===== src/rtl/hw_priority_drain_encoder.sv =====
// hw_priority_drain_encoder: registered priority encoder that drains a latched request vector, highest index first
//
// Optional feature macro: HW_PENC_STATS_EN (adds pend_cnt and batch_done)
// Ports:
//   clk, rst_n      clock (rising edge), asynchronous active-low reset
//   req_in          request vector (2**N bits), latched on acceptance
//   req_valid       req_in valid
//   req_ready       block is idle and can accept a vector
//   grant_idx       binary index of the highest pending bit
//   grant_onehot    one-hot of grant_idx, zero when no grant is valid
//   grant_valid     grant_idx/grant_onehot valid
//   grant_ready     consumer accepts the current grant
//   pend_cnt        (stats) popcount of the pending vector
//   batch_done      (stats) pulse the cycle after the last grant is accepted
//   err_zero        pulse: the accepted vector was all zero
module hw_priority_drain_encoder #(
    parameter int N = 3
) (
    input  logic                clk,
    input  logic                rst_n,
    input  logic [(2**N)-1:0]   req_in,
    input  logic                req_valid,
    output logic                req_ready,
    output logic [N-1:0]        grant_idx,
    output logic [(2**N)-1:0]   grant_onehot,
    output logic                grant_valid,
    input  logic                grant_ready,
`ifdef HW_PENC_STATS_EN
    output logic [N:0]          pend_cnt,
    output logic                batch_done,
`endif
    output logic                err_zero
);
    localparam int W = 2**N;
    localparam logic [0:0] IDLE  = 1'b0;
    localparam logic [0:0] DRAIN = 1'b1;

    logic [0:0]   state_q, state_d;
    logic [W-1:0] pending_q, pending_d;
    logic         err_zero_q, err_zero_d;
    // Holds req_ready low while in reset and until the first edge after release.
    logic         alive_q;
    logic         accept, take;

    // pending is always zero in IDLE, so the idle index naturally encodes as 0.
    always_comb begin
        grant_idx = '0;
        for (int i = 0; i < W; i++)
            if (pending_q[i]) grant_idx = N'(i);
    end

    assign grant_valid  = state_q == DRAIN;
    assign grant_onehot = grant_valid ? W'(1) << grant_idx : '0;
    assign req_ready    = alive_q && state_q == IDLE;
    assign err_zero     = err_zero_q;
    assign accept       = req_ready && req_valid;
    assign take         = grant_valid && grant_ready;

    always_comb begin
        pending_d  = pending_q;
        state_d    = state_q;
        err_zero_d = 1'b0;
        if (accept) begin
            pending_d  = req_in;
            state_d    = |req_in ? DRAIN : IDLE;
            err_zero_d = ~|req_in;
        end else if (take) begin
            pending_d = pending_q & ~grant_onehot;
            state_d   = |pending_d ? DRAIN : IDLE;
        end
    end

    always_ff @(posedge clk or negedge rst_n) begin
        if (!rst_n) begin
            state_q    <= IDLE;
            pending_q  <= '0;
            err_zero_q <= 1'b0;
            alive_q    <= 1'b0;
        end else begin
            state_q    <= state_d;
            pending_q  <= pending_d;
            err_zero_q <= err_zero_d;
            alive_q    <= 1'b1;
        end
    end

`ifdef HW_PENC_STATS_EN
    logic [N:0] pend_cnt_q, pend_cnt_d;
    logic       batch_done_q, batch_done_d;

    always_comb begin
        pend_cnt_d = '0;
        for (int i = 0; i < W; i++)
            pend_cnt_d = pend_cnt_d + (N+1)'(pending_d[i]);
        batch_done_d = take && ~|pending_d;
    end

    always_ff @(posedge clk or negedge rst_n) begin
        if (!rst_n) begin
            pend_cnt_q   <= '0;
            batch_done_q <= 1'b0;
        end else begin
            pend_cnt_q   <= pend_cnt_d;
            batch_done_q <= batch_done_d;
        end
    end

    assign pend_cnt   = pend_cnt_q;
    assign batch_done = batch_done_q;
`endif
endmodule


===== config.mk =====
export PLATFORM = sky130hd
export DESIGN_NAME = hw_priority_drain_encoder
export DESIGN_NICKNAME = d
export VERILOG_FILES = /design/src/rtl/hw_priority_drain_encoder.sv
export SDC_FILE = /design/constraint.sdc
export NUM_CORES = 1
export LEC_CHECK = 0
export BUFFER_PORTS_ARGS = -buffer_cell sky130_fd_sc_hd__buf_4
export CORE_MARGIN = 1
export CORE_UTILIZATION = 50
export CTS_CLUSTER_SIZE = 20
export DETAILED_ROUTE_END_ITERATION = 10
export PLACE_DENSITY = 0.8
export RECOVER_POWER = 100
export SYNTH_ARGS = -nofsm -noshare
export SYNTH_HDL_FRONTEND = slang
export SYNTH_SLANG_ARGS = --single-unit

===== constraint.sdc =====
create_clock -name clk -period 3.98 [get_ports clk]
set_input_delay 0.597 -clock clk [delete_from_list [all_inputs] [get_ports clk]]
set_output_delay 0.597 -clock clk [all_outputs]
set_load 0.005 [all_outputs]

==> results of run 1 <==
==> per-stage QoR <==
stage	worst slack, ps	cells	power (mW)
final	1543	118	0.6377
after global routing	1393	118	0.6915
after CTS	1688	118	0.6725
after detailed placement	2000	114	0.5915
after global placement	2036	114	0.5829
after floorplan	2215	77	0.4494
==> synthesized netlist by cell type (all sizes together), types with 2 or more instances <==
cell type,count,area (um^2)
a21oi,2,10.01
dfrtp,11,275.3
nor4,4,40.04
a2111oi,2,23.77
nor2,7,26.28
o21ai,7,35.03
nand2,10,37.54
inv,3,11.26
nor3b,3,22.52
buf,3,21.27
nand3,2,15.01
nor2b,2,12.51
nor3,3,25.02
a22o,4,35.03
==> path summary, 6_finish.rpt <==
kind | endpoint | depth (start not counted) | slack, ps
max | grant_onehot[2] | 3 | 1540
min | pending_q[5] | 1 | 290
max reg2reg | grant_valid | 5 | 1930
min reg2reg | pending_q[0] | 1 | 550
max in group asynchronous | grant_valid | 1 | 3300
min in group clk | pending_q[7] | 3 | 520
==> cells by family after synthesis <==
logic type	Yosys count	share of synthesized area
and+or+nand+nor	37	0.3220
AOI/OAI and AO/OA	20	0.2022
adders and majority gates	1	0.01610
muxes	1	0.01431
other	1	0.005362
buffers and inverters	6	0.04651
DFF	11	0.3936
==> power by group through the flow <==
stage          registers, mW  logic, mW  clock network (mW)
5_1_grt                0.225      0.384              0.0830
6_report               0.221      0.339              0.0783
3_3_place_gp           0.228      0.355                   0
2_1_floorplan          0.195      0.255                   0
3_5_place_dp           0.229      0.362                   0
4_1_cts                0.228      0.366              0.0790
==> layer usage <==
metal	GRT usage	share of wire
met1	0.3463	0.43
met2	0.4467	0.50
met3	0.05114	0.049
met4	0.1724	0.021
met5	0	0
==> flip-flops by register name, summed over array words and instances (netlist names) <==
name         count
alive_q          1
grant_valid      1
err_zero         1
pending_q        8
==> area by class of cell <==
type                       instances  area (um^2)
sequential                        11        275.3
multi-input combinational         60        365.4
timing repair buffer              25        183.9
clock buffer                       4        26.28
fill                             121        420.4
tap                               15        18.77
inverter                           3        11.26
==> run summary, run 1 <==
Setup TNS: 0 ps
Critical path's slowest cell: nor4_1
Total number of vias: 691
Rel. slew slack: 0.5825
Power density over the cells: 724.0 nW/um^2
Row Count: 13
Synthesized area: 699.4 um^2
Main synth FF type: dfrtp_1
Nets: 116
Initial DRC count: 10
Leakage power: 0.4263 nW
Core box area: 1301 um^2
Max-slew violations: 0
Worst Tran Pin Value: 624.0 ps
CP Launch Type: flip-flop
Synth warnings: 0
RR Startpoint: pending_q[5]
WP data arrival: 1840 ps
Clock buffer depth: 2
RSZ-0062 raised after global routing: false
Post-synth EDFFs: 0
Fin crit period: 2437 ps
Design area: 880.8 um^2
Worst EP required: 3380 ps
First-pass GRT wire length: 2794 um
Total global routing overflow: 0
CP bufs+invs: 1
CP delay by family, top: simple AND/OR/NAND/NOR gates
Final wirelength: 1801 um
Vias in the first global route: 608
Worst VDD drop: 0.3756 mV
Switching Fraction: 0.4273
Routability Congestion: 0.8652
Yosys reg bits: 11
Drt drc: 0
Slowest stage delay, CP: 580 ps
Tightest hold margin: 293.0 ps
Cell count after synthesis: 77
Synth unique cells: 34
Drt first pass iters: 4
Fin. Hold Viols: 0
Seq pwr share: 0.346
Commonest cells after routing, fill and taps aside: clkbuf_4, buf_4, dfrtp_1
Max Cap Viol: 0
Sequential-to-total area share from yosys stat: 0.3936
Worst-path clk slew: 70 ps
Most common cell after layout, fill and taps aside: clkbuf_4
Dpl hpwl: 1358 um
Antenna viol nets, final: 0
Max FO, Critical Path: 10
Fmax: 410.4 MHz
WS Path Type: flip-flop to output pin
Final worst path period share: 0.6123
CTS tree: built
Layout cells sized above 1: 0.3010
I/O Pins: 26
Internal power: 365.2 uW
Inserted Diodes: 0
Clk sinks: 11
Worst-Skew Late Latency: 270 ps
Final Skew: 3.494 ps
Post-synth ARST share: 1.000
Psw: 272.5 uW
Via density: 5.856
Clk root buf: clkbuf_4
Average cell area after synthesis: 9.083 um^2
Largest net degree at the start of global routing: 14
DIE AREA: 1552 um^2
Syn_nets: 89
Initial Util: 0.5375
Crit. End Element: output pin
Cells along the critical path: nor4_1, and4b_1, clkbuf_4
Combinational fraction of design power: 0.531
CTS Buf Count: 3
WL per Instance: 15.26 um
Clk network pwr share: 0.123
Resized cells post-CTS: 0
Die Y: 39.40 um
Outcome: finished, final reports clean
Crit path from: pending_q[5]
Hold_buf cts: 0
# Post-CTS Setup Buffers: 0
Buffers on Ports: 25
Initial antenna violation count: 0
Area after DPL: 884.6 um^2
CTS H-tree depth: 1
Layout Utilization: 0.6769
Area Growth Syn to Fin: 25.94%
Global Route Usage Sum: 0.2813
Hold crit path type: primary input to asynchronous set/reset pin
Die W: 39.40 um
Final setup fails: 0
Power figures use the tool's default switching activity.
==> run 2, diff against run 1 <==
Settings changed: ABC_AREA from default to 1, CORE_UTILIZATION 50 to 43, PLACE_DENSITY 0.8 to 0.72.
Clock period 3.98 ns to 2.05 ns, I/O delays scaled along.
==> run 2 against run 1 <==
Critical path depth is 3 higher. Global-route usage is 6.2 points lower. Sequential cell count stayed put. Sequential share of layout area is 2.3 points lower. Routed wire length is 3.7% higher. Area after synthesis is 9.1% higher. Total power is 110% higher. Worst setup slack worse by 1400 ps. Non-clock buffer count is 1 higher. Critical endpoint is now grant_onehot[1].
==> run summary, run 2 <==
Outcome: finished, final reports clean
Initial antenna violation count: 0
Synth unique cells: 24
Max FFs per register: 8
Max FO, Critical Path: 4
Synth warnings: 0
Total number of vias: 795
Antenna viol nets, final: 0
Layout cells sized above 1: 0.2519
Clk root buf: clkbuf_4
Hold crit path type: primary input to flip-flop
WP data arrival: 1570 ps
Main synth FF type: dfrtp_1
Tightest hold margin: 282.0 ps
CTS H-tree depth: 1
Filler Cell Count: 162
Average cell area after synthesis: 7.133 um^2
Worst-path clk slew: 70 ps
Worst reg2reg setup slack: 220 ps
Most common cell after layout, fill and taps aside: nand2_1
Buffers on Ports: 25
Drt drc: 0
Total global routing overflow: 0
Die Y: 44.13 um
Final Skew: 6.104 ps
Fin. Hold Viols: 0
Multi-input gate area: 371.6 um^2
Via density: 5.265
Worst-Skew Late Latency: 270 ps
Cells along the critical path: nor2_1, nand2_1, inv_1, nand3_1, inv_1, buf_4
Cell count after synthesis: 107
Final setup fails: 0
Critical path's slowest cell: dfrtp_1
Sequential-to-total area share from yosys stat: 0.3607
I/O Pins: 26
Synth area leaders: dfrtp_1, nand2_1, inv_1, nand3_1, o21ai_0
Routability Congestion: 0.8482
Total Power: 1.342 mW
Rel. slew slack: 0.5821
Clock buffer depth: 2
CP bufs+invs: 3
Worst VDD drop: 0.6628 mV
WL per Instance: 12.36 um
Post-synth EDFFs: 0
Inserted Diodes: 0
DIE AREA: 1947 um^2
Syn_nets: 119
Initial DRC count: 30
Design area: 950.9 um^2
Area after DPL: 952.2 um^2
CP Launch Type: flip-flop
CTS Buf Count: 3
Synth area leader: dfrtp_1
Yosys reg bits: 11
Drt first pass iters: 6
Setup TNS: 0 ps
Commonest cells after routing, fill and taps aside: nand2_1, inv_1, buf_4
Max Cap Viol: 0
Row Count: 14
Worst EP required: 1740 ps
Resized cells post-CTS: 0
Fmax: 532.5 MHz
RSZ-0062 raised after global routing: false
Global Route Usage Sum: 0.2188
Leakage power: 0.5634 nW
Power density over the cells: 1411 nW/um^2
Die W: 44.13 um
Reg area: 275.3 um^2
Area Growth Syn to Fin: 24.59%
Synthesized area: 763.2 um^2
Post-synth top area share: 0.3607
CP most frequent cell: inv_1
Vias in the first global route: 737
Initial Util: 0.4841
Largest net degree at the start of global routing: 12
Worst Tran Pin Value: 626.9 ps
Clk sinks: 11
CTS tree: built
Core box area: 1577 um^2
Final non-filler cell total: 151
Max-slew violations: 0
First-pass GRT wire length: 3036 um
Dpl hpwl: 1530 um
Post-synth ARST share: 1.000
Slowest stage delay, CP: 420 ps
Fin crit period: 1878 ps
Register with the most flip-flops: pending_q
Final worst path period share: 0.9161
Crit. End Element: output pin
Dpl cells: 146
WS Path Type: flip-flop to output pin
Most common cell in the netlist: nand2_1
Final wirelength: 1867 um
Commonest cells post-synth: nand2_1, inv_1, dfrtp_1
CP delay by family, top: simple AND/OR/NAND/NOR gates
Nets: 148
## run 2: cell count changes after synthesis, sizes merged, moves of 3 or more
| cell | previous run | this run |
|---|---|---|
| nand3 | 2 | 9 |
| nor4 | 4 | 1 |
| nor3b | 3 | 0 |
| o21ai | 7 | 10 |
| nand2 | 10 | 37 |
| a22o | 4 | 0 |
| nor2 | 7 | 11 |
| inv | 3 | 17 |
## run 2: area by class of cell
class / count / share of cell area
multi-input combinational: 77 / 0.3908
inverter: 17 / 0.06711
sequential: 11 / 0.2895
tap: 16 / 0.02105
clock buffer: 4 / 0.02763
timing repair buffer: 26 / 0.2039
## run 2: worst register-to-register path: cells and delay by family, from the launching register on
family / cells / cell delay (ps)
AND/OR/NAND/NOR: 7 / 1240
flip-flops: 1 / 490
## run 2: worst paths after layout
kind | from | endpoint | cells past startpoint
worst max register to register | grant_valid | grant_valid | 7
worst min-delay path | req_in[1] | pending_q[1] | 3
min in group asynchronous | rst_n | pending_q[2] | 2
max in group asynchronous | rst_n | pending_q[5] | 2
worst max-delay path | pending_q[6] | grant_onehot[1] | 6
worst min register to register | pending_q[0] | pending_q[0] | 2
## run 2: cells by family after synthesis
kind of cell,synth area share
flops,0.3607
other cells,0.004913
buf+inv,0.1082
compound gates,0.1065
simple gates,0.4197
## run 2: per-stage QoR
stage	util	setup slack, ps
after detailed placement	0.6040	426.6
after floorplan	-	714.5
after global routing	0.6032	28.07
final	0.6032	171.9
after CTS	0.6270	159.6
after global placement	0.6040	453.5
## run 2: what timing repair did
item	in CTS	in global routing
hold endpoints to repair	11	0
hold buffers	1	0
buffers inserted	0	0
## run 2: routing by layer
metal,routed length [um],GRT usage,vias to the layer above,share of wire
met5,0,0,-,0
met1,767,0.2571,353,0.41
met2,940,0.3706,41,0.50
met3,116,0.03673,6,0.062
li1,-,-,395,-
met4,43,0.1333,0,0.023
## run 2: power by group
group / internal, mW / total (mW) / switching, mW
Combinational: 0.335 / 0.820 / 0.485
Sequential: 0.292 / 0.372 / 0.0793
Clock: 0.0754 / 0.150 / 0.0748
Total: 0.703 / 1.34 / 0.639
==> run 3, diff against run 2 <==
Settings changed: CORE_UTILIZATION 43 to 48, PLACE_DENSITY 0.72 to 0.76.
Clock period 2.05 ns to 1.74 ns, I/O delays scaled along.
==> run 3 against run 2 <==
Core utilization rose by 16 points. Register-to-register slack got worse by 130 ps. Combinational power rose by 72%. Cell area rose by 19%. Critical path type unchanged. Via count rose by 4.2%. Highest routed layer unchanged. First-iteration DRC count fell by 43%.
==> run summary, run 3 (synthesis gave the netlist of run 2 again) <==
Clk root buf: clkbuf_4
Row Count: 14
Initial Util: 0.5126
Final worst path period share: 0.9889
Max FO, Critical Path: 4
Fin crit period: 1721 ps
WL per Instance: 12.66 um
Most common cell after layout, fill and taps aside: buf_4
DIE AREA: 1754 um^2
CP bufs+invs: 2
Buffers on Ports: 25
Via density: 5.175
Worst Tran Pin Value: 623.6 ps
Area Growth Syn to Fin: 48.03%
Setup WS pre-CTS: 177.2 ps
Drt first pass iters: 4
Clock buffer depth: 2
Initial antenna violation count: 0
Hold path startpoint: req_in[0]
Vias in the first global route: 738
Total global routing overflow: 0
Inserted Diodes: 0
Nets: 157
Leakage power: 0.6146 nW
RR Startpoint: pending_q[7]
CTS Buf Count: 3
Fmax: 581.1 MHz
Worst EP required: 1480 ps
Worst setup margin: 19.27 ps
Largest net degree at the start of global routing: 12
Register with the most flip-flops: pending_q
Global Route Usage Sum: 0.2308
Layout Utilization: 0.7588
Dpl hpwl: 1446 um
Max FFs per register: 8
CP most frequent cell: nor2_4
Total number of vias: 828
CTS H-tree depth: 1
Crit. End Element: output pin
Max-slew violations: 0
Die Y: 41.88 um
Power density over the cells: 1821 nW/um^2
Worst VDD drop: 1.006 mV
Routability Congestion: 0.9457
Clk sinks: 11
Design area: 1130 um^2
Hold crit path type: primary input to flip-flop
First-pass GRT wire length: 3146 um
I/O Pins: 26
Critical path's slowest cell: dfrtp_2
Worst-Skew Late Latency: 260 ps
RSZ-0062 raised after global routing: true
Die W: 41.88 um
CP delay by family, top: simple AND/OR/NAND/NOR gates
Rel. slew slack: 0.5842
Final non-filler cell total: 160
Dpl cells: 147
Crit path from: pending_q[7]
Antenna viol nets, final: 0
Final wirelength: 2026 um
Drt drc: 0
WP data arrival: 1460 ps
Worst-path clk slew: 70 ps
Max Cap Viol: 0
Core box area: 1489 um^2
WS Path Type: flip-flop to output pin
Cells along the critical path: nor2_4, nand2_4, nor2_4, nand3_2, inv_2, buf_6
Fin. Hold Viols: 0
Initial DRC count: 17
CP Launch Type: flip-flop
Layout cells sized above 1: 0.4583
Filler Cell Count: 127
CTS tree: built
Slowest stage delay, CP: 450 ps
Outcome: finished, final reports clean
Commonest cells after routing, fill and taps aside: buf_4, nand2_1, inv_1
Final Skew: 3.800 ps
Final setup fails: 0
Area after DPL: 959.7 um^2
Total Power: 2.057 mW
Worst reg2reg setup slack: 90 ps
run 3: changes by cell type in the layout (fill, tap and decap cells not counted), moves of 6 or more:
cell / change
buf_4: +11
inv_1: -7
inv_2: +7
nand2_1: -7
clkbuf_4: -6
run 3: tightest hold or removal path, delay by kind of cell:
family	cells	cell delay, ps
AND/OR/NAND/NOR	2	120
buffers and inverters	1	80
run 3: layer usage:
metal  part of all wire  GRT usage
met1               0.43     0.3137
met2               0.51     0.3719
met4              0.013    0.09677
met5                  0          0
met3              0.042    0.02609
run 3: timing repair:
action / 4_1_cts / 5_1_grt
cloned: 0 / 0
hold buffers: 1 / 0
pin swaps: 0 / 10
resized for setup: 1 / 25
endpoints found under the hold margin: 11 / 0
setup buffers: 0 / 8
setup endpoints to repair: 4 / 5
run 3: cell type report:
| class | instances | area, um^2 | area share |
|---|---|---|---|
| Sequential cell | 11 | 279.0 | 0.2470 |
| Inverter | 17 | 63.81 | 0.05648 |
| Multi-Input combinational cell | 77 | 464.2 | 0.4109 |
| Clock buffer | 4 | 26.28 | 0.02326 |
| Timing Repair Buffer | 35 | 276.5 | 0.2447 |
| Tap cell | 16 | 20.02 | 0.01772 |
run 3: where the power goes:
part	total (mW)	switching, mW	internal (mW)
Sequential	0.481	0.131	0.350
Clock	0.170	0.0814	0.0884
Combinational	1.41	0.768	0.638
Total	2.06	0.981	1.08
run 3: worst paths after layout:
| path | end | cells past startpoint |
|---|---|---|
| max in group asynchronous | grant_valid | 2 |
| min in group asynchronous | pending_q[5] | 2 |
| min | pending_q[0] | 3 |
| max | grant_onehot[0] | 6 |
| max reg2reg | pending_q[3] | 9 |
| min reg2reg | pending_q[0] | 2 |
run 3: per-stage QoR:
stage	TNS, ps	hold WS (ps)
CTS	0	247.5
detailed placement	0	103.7
global route	-265.4	264.9
finish	0	244.9
global placement	0	101.0
floorplan	0	-34.59
